File: config.mk
export PLATFORM = sky130hd
export DESIGN_NAME = wb_port_arbiter
export DESIGN_NICKNAME = d
export VERILOG_FILES = /design/src/rtl/wb_port_arbiter_pkg.sv /design/src/rtl/wb_scoreboard.sv /design/src/rtl/wb_port_arbiter.sv
export SDC_FILE = /design/constraint.sdc
export NUM_CORES = 1
export LEC_CHECK = 0
export CORE_MARGIN = 10
export CORE_UTILIZATION = 39
export CTS_BUF_LIST = sky130_fd_sc_hd__clkbuf_16
export DETAILED_ROUTE_END_ITERATION = 10
export GPL_TIMING_DRIVEN = 0
export PLACE_DENSITY_LB_ADDON = 0.15
export SLEW_MARGIN = 10
export SYNTH_ARGS = -nofsm -noshare
export SYNTH_HDL_FRONTEND = slang
export SYNTH_SLANG_ARGS = --single-unit
File: constraint.sdc
create_clock -name clk -period 2.07 [get_ports clk]
set_input_delay 0.621 -clock clk [delete_from_list [all_inputs] [get_ports clk]]
set_output_delay 0.621 -clock clk [all_outputs]
set_load 0.005 [all_outputs]
File: src/rtl/wb_port_arbiter_pkg.sv
// Shared constants and types for the register-file writeback arbiter slice.
// Holds register addressing, data width and the grant-select encoding.
package wb_port_arbiter_pkg;

    localparam int unsigned REG_ADDR_W = 5;
    localparam int unsigned NUM_REGS   = 32;
    localparam int unsigned XLEN       = 32;

    typedef enum logic [1:0] {
        GNT_NONE,
        GNT_P,
        GNT_L
    } gnt_sel_e;

    function automatic logic [NUM_REGS-1:0] reg_onehot(input logic [REG_ADDR_W-1:0] idx);
        logic [NUM_REGS-1:0] mask;
        mask      = '0;
        mask[idx] = 1'b1;
        return mask;
    endfunction

endpackage

File: src/rtl/wb_scoreboard.sv
// Busy bitmap of destination registers awaiting a long-latency result.
// Set and clear may hit the same bit on one edge; set wins. x0 is never busy.
module wb_scoreboard
    import wb_port_arbiter_pkg::*;
(
    input  logic                  clk,
    input  logic                  rst_n,
    input  logic                  set_en,
    input  logic [REG_ADDR_W-1:0] set_idx,
    input  logic                  clr_en,
    input  logic [REG_ADDR_W-1:0] clr_idx,
    output logic [NUM_REGS-1:0]   busy
);

    logic [NUM_REGS-1:0] busy_q;
    logic [NUM_REGS-1:0] busy_next;

    always_comb begin
        busy_next = busy_q;
        if (clr_en) begin
            busy_next = busy_next & ~reg_onehot(clr_idx);
        end
        if (set_en) begin
            busy_next = busy_next | reg_onehot(set_idx);
        end
        busy_next[0] = 1'b0;
    end

    always_ff @(posedge clk) begin
        if (!rst_n) begin
            busy_q <= '0;
        end else begin
            busy_q <= busy_next;
        end
    end

    assign busy = busy_q;

endmodule

File: src/rtl/wb_port_arbiter.sv
// Arbitrates the single register-file write port between the in-order pipeline (P)
// and a long-latency unit (L), with a starvation override for L and a busy scoreboard.
module wb_port_arbiter
    import wb_port_arbiter_pkg::*;
#(
    parameter int unsigned XLEN         = wb_port_arbiter_pkg::XLEN,
    parameter int unsigned STARVE_LIMIT = 3
) (
    input  logic                  clk,
    input  logic                  rst_n,
    input  logic                  i_p_valid,
    input  logic [REG_ADDR_W-1:0] i_p_rd,
    input  logic [XLEN-1:0]       i_p_data,
    output logic                  o_p_ready,
    input  logic                  i_l_valid,
    input  logic [REG_ADDR_W-1:0] i_l_rd,
    input  logic [XLEN-1:0]       i_l_data,
    output logic                  o_l_ready,
    input  logic                  i_issue_valid,
    input  logic [REG_ADDR_W-1:0] i_issue_rd,
    output logic                  o_wr,
    output logic [REG_ADDR_W-1:0] o_rd,
    output logic [XLEN-1:0]       o_write_data,
    output logic [NUM_REGS-1:0]   o_busy
);

    localparam logic [3:0] LIMIT = 4'(STARVE_LIMIT);

    gnt_sel_e              gnt_sel;
    logic [3:0]            starve_cnt_q;
    logic [3:0]            starve_cnt_next;

    logic                  wr_q;
    logic                  src_l_q;
    logic [REG_ADDR_W-1:0] rd_q;
    logic [XLEN-1:0]       data_q;

    logic                  sb_set_en;
    logic                  sb_clr_en;
    logic [NUM_REGS-1:0]   sb_busy;

    // Grant select: P by default, L once it has been denied STARVE_LIMIT times in a row.
    always_comb begin
        gnt_sel = GNT_NONE;
        if (rst_n) begin
            if (i_p_valid && i_l_valid) begin
                gnt_sel = (starve_cnt_q == LIMIT) ? GNT_L : GNT_P;
            end else if (i_p_valid) begin
                gnt_sel = GNT_P;
            end else if (i_l_valid) begin
                gnt_sel = GNT_L;
            end
        end
    end

    assign o_p_ready = (gnt_sel == GNT_P);
    assign o_l_ready = (gnt_sel == GNT_L);

    always_comb begin
        starve_cnt_next = '0;
        if (i_l_valid && (gnt_sel != GNT_L)) begin
            starve_cnt_next = (starve_cnt_q == LIMIT) ? starve_cnt_q : starve_cnt_q + 4'd1;
        end
    end

    always_ff @(posedge clk) begin
        if (!rst_n) begin
            starve_cnt_q <= '0;
        end else begin
            starve_cnt_q <= starve_cnt_next;
        end
    end

    // Write command register; rd/data hold between grants, only the enable drops.
    always_ff @(posedge clk) begin
        if (!rst_n) begin
            wr_q    <= 1'b0;
            src_l_q <= 1'b0;
            rd_q    <= '0;
            data_q  <= '0;
        end else begin
            unique case (gnt_sel)
                GNT_P: begin
                    wr_q    <= (i_p_rd != '0);
                    src_l_q <= 1'b0;
                    rd_q    <= i_p_rd;
                    data_q  <= i_p_data;
                end
                GNT_L: begin
                    wr_q    <= (i_l_rd != '0);
                    src_l_q <= 1'b1;
                    rd_q    <= i_l_rd;
                    data_q  <= i_l_data;
                end
                default: begin
                    wr_q    <= 1'b0;
                    src_l_q <= 1'b0;
                end
            endcase
        end
    end

    // Busy bit drops on the same edge the register file absorbs the L write.
    assign sb_set_en = i_issue_valid && (i_issue_rd != '0);
    assign sb_clr_en = wr_q && src_l_q;

    wb_scoreboard u_scoreboard (
        .clk     (clk),
        .rst_n   (rst_n),
        .set_en  (sb_set_en),
        .set_idx (i_issue_rd),
        .clr_en  (sb_clr_en),
        .clr_idx (rd_q),
        .busy    (sb_busy)
    );

    // Outputs are forced low throughout a reset cycle, including a write queued just before it.
    assign o_wr         = wr_q && rst_n;
    assign o_rd         = rst_n ? rd_q : '0;
    assign o_write_data = rst_n ? data_q : '0;
    assign o_busy       = rst_n ? sb_busy : '0;

endmodule
**Yosys cells after proc, flatten, opt, wreduce, memory -nomap -nowiden**

Cells that the tools add are included.
Widths: inputs -> output; s select.

- Register bits: 75
- Input port bits: 84
- Output and inout port bits: 72
- Logic and storage cells: 49

- Add/sub/neg operators: 1
- Order comparisons: 4
- Eq/ne operators: 4
- Muxes and demuxes: 18
- Bitwise logic cells: 3
- Reductions and logical operators: 12

Operators with widths:

| kind | count |
|---|---|
| $mux 32 | 4 |
| $pmux 32 s2 | 1 |
| $and 32x32->32 | 1 |
| $not 32->32 | 1 |
| $or 32x32->32 | 1 |
| $reduce_bool 5->1 | 3 |
| $lt 5x6->1 const B | 2 |
| $demux 1 s5 | 2 |
| $ge 5x1->1 const B | 2 |
| $mux 2 | 5 |
| $pmux 5 s2 | 1 |
| $logic_and 1x1->1 | 7 |
| $mux 5 | 1 |
| $add 4x1->4 const B | 1 |
| $eq 4x2->1 const B | 1 |
| $mux 1 | 3 |
| $eq 2x1->1 const B | 1 |
| $eq 2x2->1 const B | 1 |
| $ne 2x2->1 const B | 1 |
| $pmux 1 s2 | 1 |
| $reduce_and 2->1 | 1 |
| $reduce_bool 2->1 | 1 |

**Longest topological paths before layout**

Gate-level depths: netlist of the first run.

- Depth in word-level cells: 9
- Gate-level depth with buffers: 10
- Mapped depth without buffers: 8

**By module**

From an unflattened synthesis of the first run, not the netlist that was laid out.

- Cell total of the unflattened synthesis: 451
- Area, all modules: 3861.2 um^2

By module, submodules not included:

| module | instances | cells each | area each (um^2) | sequential area each (um^2) |
|---|---|---|---|---|
| wb_port_arbiter | 1 | 317 | 2563.7 | 860.8 |
| wb_scoreboard | 1 | 134 | 1297.5 | 620.6 |

**Least setup slack after synthesis of the first run**

OpenSTA, ideal clock, no wires.

- Kind: register -> register
- From: register starve_cnt_q[0]
- To: register data_q[0]
- Library setup time: 115 ps
- Data arrival time: 2207 ps
- Data required time: 1955 ps
- Slack: -252 ps
- Stages on the path, launching flop included: 11
- Path buffers: 2
- Period minus slack after synthesis: 2322 ps
- Cell sequence: dfxtp_1 -> ha_1 -> or3b_1 -> or2_1 -> nand3_1 -> ha_1 -> clkbuf_1 -> buf_2 -> mux2i_1 -> o21ai_0 -> and2_1

- Cells in the longest elaborated chain, start to end: 6
- Elaborated cells on any way between the ends: 8
- Classes of those cells: 3 x eq/ne; 4 x mux; 1 x reduce/logical

Ends and longest elaborated chain:

| element | RTL line | RTL |
|---|---|---|
| from (decl) | wb_port_arbiter.sv:30 | `logic [3:0] starve_cnt_q;` |
| from (signal assigned) | wb_port_arbiter.sv:70 | `starve_cnt_q <= starve_cnt_next;` |
| $eq 4x2->1 (*) | wb_port_arbiter.sv:47 | `gnt_sel = (starve_cnt_q == LIMIT) ? GNT_L : GNT_P;` |
| $mux 2 (*) | wb_port_arbiter.sv:47 |  |
| $mux 2 (*) | wb_port_arbiter.sv:46 | `if (i_p_valid && i_l_valid) begin` |
| $mux 2 (*) | wb_port_arbiter.sv:45 | `if (rst_n) begin` |
| $eq 2x2->1 (*) | n/a |  |
| via o_l_ready | wb_port_arbiter.sv:18 | `output logic o_l_ready,` |
| $pmux 32 s2 / $reduce_bool 2->1 (equally long branches) | n/a |  |
| to (signal assigned) | wb_port_arbiter.sv:87 | `data_q <= i_p_data;` |
| to (signal assigned) | wb_port_arbiter.sv:93 | `data_q <= i_l_data;` |
| to (decl) | wb_port_arbiter.sv:36 | `logic [XLEN-1:0] data_q;` |

The timed path passes the listed nets; every way through them passes the cells marked *.
A chain may end at the register's enable or synchronous reset.

**Final worst setup path of the first run**

- From: register starve_cnt_q[1]
- To: output port o_p_ready

- Cells in the longest elaborated chain, start to end: 5

Ends and longest elaborated chain:

| element | RTL line | RTL |
|---|---|---|
| $eq 4x2->1 | wb_port_arbiter.sv:47 |  |
| $mux 2 | wb_port_arbiter.sv:47 |  |
| $mux 2 | wb_port_arbiter.sv:46 |  |
| $mux 2 | wb_port_arbiter.sv:45 |  |
| $eq 2x1->1 | wb_port_arbiter.sv:56 | `assign o_p_ready = (gnt_sel == GNT_P);` |
| to (decl) | wb_port_arbiter.sv:14 | `output logic o_p_ready,` |

Every way passes these cells.

==> run_results.csv, run 1 <==
group,metric,value,unit
timing,period_share,121,%
setup_path,worst-r2r-setup-slack,-0.25,ns
pwr,p_leak,2.61,nW
synthesis,syn_area,3700,um2
global_routing,antenna_found_initial,0,
synthesis,ys_seq_area_share,40.0,%
cells_and_area,utilization,66.8,%
global_routing,overflow,0,
global_routing,grt_max_degree,14,
cells_and_area,fin_cells,758,
synthesis,syn_avg_cell_area,8.32,um2
cts,cts_made_buffers,9,
placed_design,io_buffers,151,
run_status,outcome,"finished with violations",
synthesis,synth_area_leaders,"dfxtp_1 (40%), and2_1 (18%), o21ai_0 (12%)",
synthesis,synth_edf_count,0,
timing,setup_viol_count_final,43,
synthesis,synth_ff_type,"dfxtp_1",
cells_and_area,finish.instance_area,6170,um2
pwr,p_per_area,627,nW/um2
setup_path,cp.required,1.45,ns
floorplan,io_pins,156,
pwr,p_int,2.94,mW
floorplan,die-area,13800,um2
timing,min_period,2.51,ns
synthesis,synth_top_cell_by_area,"dfxtp_1",
timing,worst_pin_slew,0.507,ns
setup_path,end_kind,"output pin",
route,final_antenna_net_count,0,
setup_path,crit_fanout,3,
cts,clockRootBuffer,"clkbuf_16",
cts,cts-htree-levels,3,
cells_and_area,multi_input_area,2200,um2
floorplan,start_util,40.1,%
cells_and_area,seqCellArea,1480,um2
route,wire_per_inst,17.1,um
cells_and_area,diodes,0,
synthesis,yosys_warnings,0,
pwr,seqPwrFrac,39.1,%
route,vias,3767,
timing,slew_viol_final,0,
placed_design,gp_congestion,0.850,
timing,finalSetupTns,-7.65,ns
placed_design,hpwlAfterDp,9.44,mm
placed_design,dpl.cell_count,725,
floorplan,fp-row-count,35,
setup_path,crit_path_cell_trace,"ha_4 -> or3b_4 -> or2_4 -> and3_4 -> ha_4 -> buf_6",
synthesis,synth-seq-cells,74,
run,drv_cap,0,
route,dr.first_iter.drc_count,142,
setup_path,crit_buf_inv,1,
timing,maxSlewHeadroom,66.2,%
global_routing,grt_first_pass_wirelength,20.7,mm
cts,clk_latency,0.33,ns
pwr,power_frac_comb,17.7,%
cells_and_area,fillCellCount,743,
pwr,finalPower,3.87,mW
timing,hold_violations,0,
worst_hold_path,hold_path_class,"register to register",
timing,rsz0062_at_grt,"yes",
setup_path,critPathLaunchType,"register",
synthesis,synthCells,445,
route,viasPerCell,4.97,
setup_path,cp_top_family,"simple AND/OR/NAND/NOR gates",
cells_and_area,fin_nets,711,
timing,fmax,399,MHz
synthesis,ys_types,37,
setup_path,max_stage_delay,0.38,ns
placed_design,placed_area,5470,um2
global_routing,grt_usage,18.2,%
synthesis,synth.top_cell.area_share,40.0,%
pwr,p_clk_share,43.2,%
route,dr.pass1.iters,4,
pwr,p_sw,0.924,mW
setup_path,criticalPathCategory,"register to output pin",
synthesis,async_flop_share,0,%
cells_and_area,syn_to_final_growth,66.6,%
cts,clockBufferDepth,2,
route,wl,13.0,mm
synthesis,syn-num-nets,532,
cts,clk_pin_slew,0.06,ns
floorplan,coreArea,9240,um2
timing,finClkSkew,0.00713,ns
setup_path,path_common_cell,"ha_4",
cts,tritoncts,"done",
setup_path,cp.arrival,1.89,ns
pwr,swShare,23.9,%
setup_path,crit_slowest_cell,"or3b_4",
cells_and_area,drive_gt1_share,19.4,%
timing,setup_ws,-0.436,ns
run_status,failed_checks,"negative setup slack",
pwr,ir_worst_vdd,0.000438,V
cts,cts.sinks,74,
global_routing,grt_pass1_vias,4107,
cts,cts_hold_buf,0,
floorplan,die_w,117,um
floorplan,chipHeight,117,um
route,post-route-drc-count,0,
==> cell usage after synthesis, types with 2 or more instances <==
cell / number
o21ai_0: 92
nand3_1: 4
inv_1: 3
nand3b_1: 7
nand4_1: 4
and2_1: 107
nand2b_1: 2
a21oi_1: 2
o21ai_1: 7
or4_1: 2
buf_1: 3
nand4b_1: 2
mux2i_1: 38
or3b_1: 4
dfxtp_1: 74
or3_1: 2
nor2_1: 5
clkbuf_2: 3
ha_1: 3
buf_2: 9
nand2_1: 40
clkbuf_1: 17
==> layout make-up <==
class / instances / area share (%)
timing repair buffer: 169 / 25.8
sequential: 74 / 24.1
clock inverter: 7 / 1.52
tap: 129 / 2.62
clock buffer: 9 / 3.65
multi-input combinational: 335 / 35.6
buffer: 32 / 6.51
inverter: 3 / 0.183
==> worst paths after layout <==
path                   start               to  cells past startpoint
min reg2reg  starve_cnt_q[2]  starve_cnt_q[2]                      2
max          starve_cnt_q[1]        o_p_ready                      6
max reg2reg  starve_cnt_q[1]        data_q[6]                     11
min          starve_cnt_q[2]  starve_cnt_q[2]                      2
==> kinds of logic (layout without fill, tap and decap cells) <==
kind of cell	after synthesis	in the layout	share of synthesized area, %
adders and majority gates	3	3	1.01
muxes	38	38	10.3
buffers and inverters	36	220	4.16
other	1	1	0.101
xor gates and xnor gates	2	2	0.473
DFF	74	74	40.0
AOI/OAI and AO/OA	104	104	14.5
and+or+nand+nor	187	187	29.4
==> worst register-to-register path: cells and delay by family, from the launching register on <==
kind / cells / cell delay (ns)
buffers and inverters: 3 / 0.39
muxes: 1 / 0.22
and+or+nand+nor: 4 / 0.89
AOI/OAI and AO/OA: 1 / 0.07
DFF: 1 / 0.36
adders and majority gates: 2 / 0.29
==> repair_timing <==
| item | CTS | global route |
|---|---|---|
| setup buffers | 13 | 1 |
| cloned | 5 | 0 |
| endpoints found under the hold margin | 0 | 0 |
| resized for setup | 245 | 30 |
| setup endpoints to repair | 118 | 55 |
| pin swaps | 21 | 2 |
==> power groups by stage <==
stage	sequential, mW	combinational [mW]	clock, mW
floorplan	1.54	0.282	0
global placement	1.54	0.582	0
detailed placement	1.54	0.592	0
CTS	1.51	0.668	1.68
global route	1.52	0.747	1.75
finish	1.51	0.685	1.67
==> flip-flops by register name (all words and copies together) (netlist names) <==
name,flops
rd_q,5
data_q,32
src_l_q,1
starve_cnt_q,4
u_scoreboard.busy,31
wr_q,1
==> cells in the final DEF, fill, tap and decap left out, types with 3 or more instances in the layout <==
master and count:
nand4_1 4, buf_2 31, ha_4 3, nor2_1 5, clkbuf_2 11, mux2i_1 25
mux2i_4 3, nand3_1 3, nand2_1 40, buf_16 4, dlygate4sd2_1 35, o21ai_1 45
buf_6 3, inv_1 4, buf_12 9, clkdlybuf4s15_1 4, o21ai_0 54, nand3b_1 7
clkbuf_1 4, clkbuf_16 17, or3b_1 3, dfxtp_1 72, mux2i_2 10, buf_4 9
clkdlybuf4s50_1 77, and2_1 107
==> stage by stage <==
stage	worst slack, ns	hold WS (ns)
6_report	-0.436	0.498
3_3_place_gp	-1.30	0.480
5_1_grt	-0.495	0.535
3_5_place_dp	-1.31	0.492
2_1_floorplan	-0.0589	0.468
4_1_cts	-0.445	0.504
==> layer usage <==
| metal | wire, um | GRT usage, % |
|---|---|---|
| met4 | 149 | 6.81 |
| met5 | 0 | 0 |
| met2 | 6580 | 32.4 |
| met1 | 5050 | 18.3 |
| met3 | 1200 | 7.63 |
No activity file was read; power rests on OpenSTA's default activity.
==> run 2, diff against run 1 <==
GPL_TIMING_DRIVEN = not set   (was 0)
SLEW_MARGIN = not set   (was 10)
==> run 2 against run 1 <==
  * The flow still finishes with violations (negative setup slack)
  * Critical path depth is the same
  * First-iteration DRC count down 11%
  * Global-route usage down 0.33 points
  * Sequential share of layout area decreased by 0.36 points
  * Register-to-register slack lost 0.03 ns
  * Die area did not move
  * Via count up 1.7%
  * Final area rose by 1.5%
  * Critical endpoint unchanged
  * Largest power group unchanged
  * Highest routed layer unchanged
==> run_results.csv, run 2 (same netlist as run 1, synthesis figures left out) <==
group,metric,value,unit
global_routing,overflow,0,
cts,clockRootBuffer,"clkbuf_16",
route,wire_per_inst,17.4,um
timing,hold_violations,0,
setup_path,path_common_cell,"ha_4",
setup_path,critPathLaunchType,"register",
pwr,p_per_area,619,nW/um2
global_routing,grt_pass1_vias,3857,
route,wl,13.3,mm
cells_and_area,drive_gt1_share,21.6,%
timing,min_period,2.52,ns
route,dr.first_iter.drc_count,127,
cells_and_area,syn_to_final_growth,69.1,%
placed_design,io_buffers,154,
cells_and_area,fillCellCount,753,
cells_and_area,final_common_cell,"and2_1",
run_status,failed_checks,"negative setup slack",
run_status,outcome,"finished with violations",
placed_design,gp_congestion,0.820,
cells_and_area,largest_register,"data_q",
timing,setup_ws,-0.455,ns
setup_path,cp_top_family,"simple AND/OR/NAND/NOR gates",
setup_path,crit_path_cell_trace,"ha_4 -> or3b_4 -> or2_4 -> and3_4 -> ha_4 -> buf_6",
timing,fmax,396,MHz
placed_design,placed_area,5590,um2
global_routing,grt_usage,17.8,%
cells_and_area,diodes,0,
setup_path,end_kind,"output pin",
floorplan,die-area,13800,um2
floorplan,start_util,40.1,%
floorplan,coreArea,9240,um2
cells_and_area,layout_common_cells,"and2_1 (100), clkdlybuf4s50_1 (81), dfxtp_1 (72)",
pwr,p_leak,2.61,nW
route,viasPerCell,4.99,
pwr,ir_worst_vdd,0.000311,V
cells_and_area,largest_reg_flops,32,
floorplan,chipHeight,117,um
route,dr.pass1.iters,4,
timing,finClkSkew,0.00648,ns
route,vias,3831,
setup_path,cp.arrival,1.90,ns
setup_path,crit_slowest_cell,"or3b_4",
cts,clk_pin_slew,0.06,ns
route,final_antenna_net_count,0,
cts,cts-htree-levels,3,
setup_path,criticalPathCategory,"register to output pin",
placed_design,hpwlAfterDp,9.01,mm
cells_and_area,finish.instance_area,6260,um2
floorplan,die_w,117,um
cts,clockBufferDepth,2,
setup_path,max_stage_delay,0.39,ns
route,post-route-drc-count,0,
pwr,finalPower,3.87,mW
timing,period_share,122,%
cells_and_area,fin_nets,720,
cts,cts.sinks,74,
cts,cts_made_buffers,9,
timing,hold_ws,0.560,ns
worst_hold_path,hold_path_class,"register to register",
floorplan,fp-row-count,35,
global_routing,grt_first_pass_wirelength,20.3,mm
cts,tritoncts,"done",
timing,rsz0062_at_grt,"yes",
timing,slew_viol_final,0,
timing,setup_viol_count_final,44,
run,drv_cap,0,
floorplan,io_pins,156,
setup_path,cp.required,1.45,ns
cts,clk_latency,0.33,ns
global_routing,antenna_found_initial,0,
global_routing,grt_max_degree,52,
setup_path,crit_buf_inv,1,
setup_path,crit_fanout,3,
==> run 2: what timing repair did <==
item                       in CTS  in global routing
buffers inserted                6                  8
setup endpoints to repair     113                 75
hold endpoints to repair        0                  0
hold buffers                    0                  0
pin swaps                       3                  5
resized for setup             196                 67
gates cloned                    7                  2
==> run 2: final timing paths <==
check / startpoint / endpoint / slack [ns] / depth (start not counted)
setup reg to reg: starve_cnt_q[0] / data_q[21] / -0.28 / 11
setup / recovery: starve_cnt_q[0] / o_p_ready / -0.45 / 6
hold reg to reg: data_q[10] / data_q[10] / 0.56 / 3
hold / removal: data_q[10] / data_q[10] / 0.56 / 3
==> run 2: stage by stage <==
stage / worst slack (ns) / utilization, % / cells / TNS [ns]
after global placement: -0.730 / 60.5 / 730 / -39.11
after floorplan: -0.0589 / - / 445 / -2.03
after detailed placement: -0.738 / 60.5 / 730 / -41.50
final: -0.455 / 67.8 / 767 / -8.40
after global routing: -0.492 / 67.8 / 767 / -12.05
after CTS: -0.438 / 65.3 / 759 / -10.68
==> run 2: routing by layer <==
metal / track usage (%) / vias up / share of wire (%)
met1: 19.0 / 1795 / 40
met3: 6.33 / 18 / 7.2
li1: - / 1897 / -
met2: 32.0 / 121 / 51
met5: 0 / - / 0
met4: 5.48 / 0 / 1.8
==> run 2: area by class of cell <==
cell class / instances / area (um2) / area share (%)
clock buffers: 9 / 225 / 3.60
clock inverters: 7 / 93.8 / 1.50
inverters: 3 / 11.3 / 0.180
multi-input cells: 335 / 2190 / 34.9
flip-flops and latches: 74 / 1480 / 23.7
well taps: 129 / 161 / 2.58
repair buffers: 210 / 2100 / 33.5
==> run 2: report_power, final <==
part | internal, mW | switching [mW] | leakage (nW)
clock | 1.05 | 0.612 | 0.153
combinational | 0.417 | 0.277 | 1.85
sequential | 1.49 | 0.0289 | 0.603
==> run 2: tightest hold or removal path, stage by stage (launching register included) <==
cell and delay, ns:
dfxtp_1 0.32, nand2_1 0.05, o21ai_1 0.05, and2_1 0.11
==> run 3, diff against run 2 <==
CORE_ASPECT_RATIO = 0.75   (was not set)
CORE_UTILIZATION = 50   (was 39)
DONT_BUFFER_PORTS = 1   (was not set)
==> run 3 against run 2 <==
  * The run still ends with negative setup slack left
  * Count of clock-buffer cells in the layout unchanged
  * Power is 9.4% lower
  * Via count fell by 21%
  * Non-clock buffer count is 188 lower
  * Clock power is essentially flat
  * Final area fell by 30%
  * Sequential share of layout area is 10 points higher
  * Die area down 18%
  * Sequential power about the same
  * Worst setup slack gained 0.15 ns
  * Critical endpoint is now o_l_ready
  * Largest cell class unchanged
==> run_results.csv, run 3 (same netlist as run 1, synthesis figures left out) <==
group,metric,value,unit
timing,setup_viol_count_final,39,
setup_path,worst-r2r-setup-slack,-0.22,ns
run_status,failed_checks,"negative setup slack",
cells_and_area,fillCellCount,650,
setup_path,cp.required,1.45,ns
route,dr.first_iter.drc_count,257,
cts,cts_made_buffers,9,
cells_and_area,utilization,60.5,%
route,wire_per_inst,18.9,um
floorplan,coreArea,7260,um2
floorplan,die_w,119,um
cts,clockRootBuffer,"clkbuf_16",
route,viasPerCell,5.51,
pwr,ir_worst_vdd,0.000507,V
timing,finClkSkew,0.00392,ns
global_routing,grt_max_degree,116,
timing,min_period,2.38,ns
setup_path,r2r-start,"starve_cnt_q[1]",
setup_path,r2r-end,"rd_q[2]",
timing,hold_ws,0.392,ns
floorplan,chipHeight,94.5,um
cts,clk_pin_slew,0.06,ns
placed_design,hpwlAfterDp,7.18,mm
pwr,p_per_area,799,nW/um2
setup_path,reg2reg_depth,11,
global_routing,overflow,0,
cells_and_area,drive_gt1_share,13.1,%
cts,cts.sinks,74,
cells_and_area,largest_reg_flops,32,
timing,slew_viol_final,0,
route,dr.pass1.iters,4,
placed_design,place_ws,-0.217,ns
global_routing,grt_pass1_vias,2956,
cts,clockBufferDepth,2,
timing,period_share,115,%
cts,clk_latency,0.32,ns
cells_and_area,diodes,0,
run_status,outcome,"finished with violations",
cells_and_area,layout_common_cells,"and2_1 (107), o21ai_0 (72), dfxtp_1 (72)",
setup_path,criticalPathCategory,"register to output pin",
cells_and_area,largest_register,"data_q",
cells_and_area,syn_to_final_growth,18.8,%
setup_path,startpoint,"starve_cnt_q[1]",
floorplan,io_pins,156,
route,vias,3038,
cells_and_area,fin_nets,532,
pwr,p_leak,1.63,nW
timing,rsz0062_at_grt,"yes",
global_routing,antenna_found_initial,0,
run,drv_cap,0,
cells_and_area,seqCellArea,1480,um2
cts,tritoncts,"done",
route,final_antenna_net_count,0,
setup_path,critPathLaunchType,"register",
global_routing,grt_usage,17.5,%
setup_path,end_kind,"output pin",
worst_hold_path,hold_path_class,"input port to register",
timing,hold_violations,0,
cells_and_area,final_common_cell,"and2_1",
cells_and_area,multi_input_area,2150,um2
global_routing,grt_first_pass_wirelength,16.0,mm
floorplan,fp-row-count,27,
route,wl,10.4,mm
setup_path,cp.arrival,1.76,ns
setup_path,crit_fanout,3,
route,post-route-drc-count,0,
floorplan,die-area,11300,um2
setup_path,endpoint,"o_l_ready",
placed_design,gp_congestion,0.785,
placed_design,io_buffers,0,
cts,cts-htree-levels,3,
cts,cts_hold_buf,0,
timing,setup_ws,-0.308,ns
floorplan,start_util,51.0,%
timing,fmax,421,MHz
run 3: changes by cell type in the layout (fill, tap and decap cells not counted), sizes merged:
| cell | previous run | this run |
|---|---|---|
| clkdlybuf4s50 | 81 | 0 |
| buf | 85 | 21 |
| clkdlybuf4s15 | 24 | 0 |
| dlygate4sd2 | 13 | 0 |
| clkbuf | 14 | 9 |
| clkinv | 4 | 3 |
| clkinvlp | 1 | 2 |
| dlymetal6s2s | 1 | 0 |
run 3: how the worst min path moves through the flow:
stage | depth (start not counted) | end | slack (ns) | from
5_1_grt | 1 | u_scoreboard.busy[1] | 0.38 | i_issue_rd[4]
2_1_floorplan | 2 | starve_cnt_q[2] | 0.47 | starve_cnt_q[2]
3_5_place_dp | 3 | data_q[3] | 0.54 | data_q[3]
3_3_place_gp | 3 | data_q[19] | 0.54 | data_q[19]
6_report | 1 | u_scoreboard.busy[1] | 0.39 | i_issue_rd[4]
4_1_cts | 1 | u_scoreboard.busy[1] | 0.38 | i_issue_rd[4]
run 3: critical path, stage by stage (launching register included):
cell and delay, ns:
dfxtp_2 0.35, ha_4 0.13, or3b_4 0.38, or2_4 0.26, nand3_4 0.07, ha_4 0.15
buf_4 0.11
run 3: stage by stage:
stage	power, mW	setup TNS [ns]	cells	cell area, um2
global placement	1.84	-4.25	527	3840
detailed placement	1.85	-6.18	527	3840
global route	3.65	-9.25	551	4400
finish	3.51	-5.11	551	4400
CTS	3.53	-6.00	550	4340
floorplan	1.82	-2.03	445	3790
run 3: area by class of cell:
class | instances | share of cell area [%]
Sequential cell | 74 | 33.8
Clock buffer | 9 | 5.12
Inverter | 3 | 0.256
Timing Repair Buffer | 22 | 6.89
Clock inverter | 7 | 2.13
Tap cell | 101 | 2.87
Multi-Input combinational cell | 335 | 49.0
run 3: routing by layer:
layer | track usage, % | up-vias | part of all wire (%)
met2 | 25.8 | 118 | 45
li1 | - | 1517 | -
met5 | 0 | - | 0
met3 | 8.34 | 10 | 9.9
met4 | 5.71 | 0 | 1.3
met1 | 22.2 | 1393 | 44
run 3: timing repair:
action	4_1_cts	5_1_grt
hold endpoints to repair	0	0
pin swaps	10	2
setup buffers	3	1
gates resized for setup	12	10
cloned	4	0
setup endpoints to repair	38	44
run 3: power by group:
| part | internal [mW] | switching [mW] | leakage, nW |
|---|---|---|---|
| sequential | 1.49 | 0.0391 | 0.603 |
| clock | 1.05 | 0.600 | 0.151 |
| combinational | 0.175 | 0.159 | 0.871 |
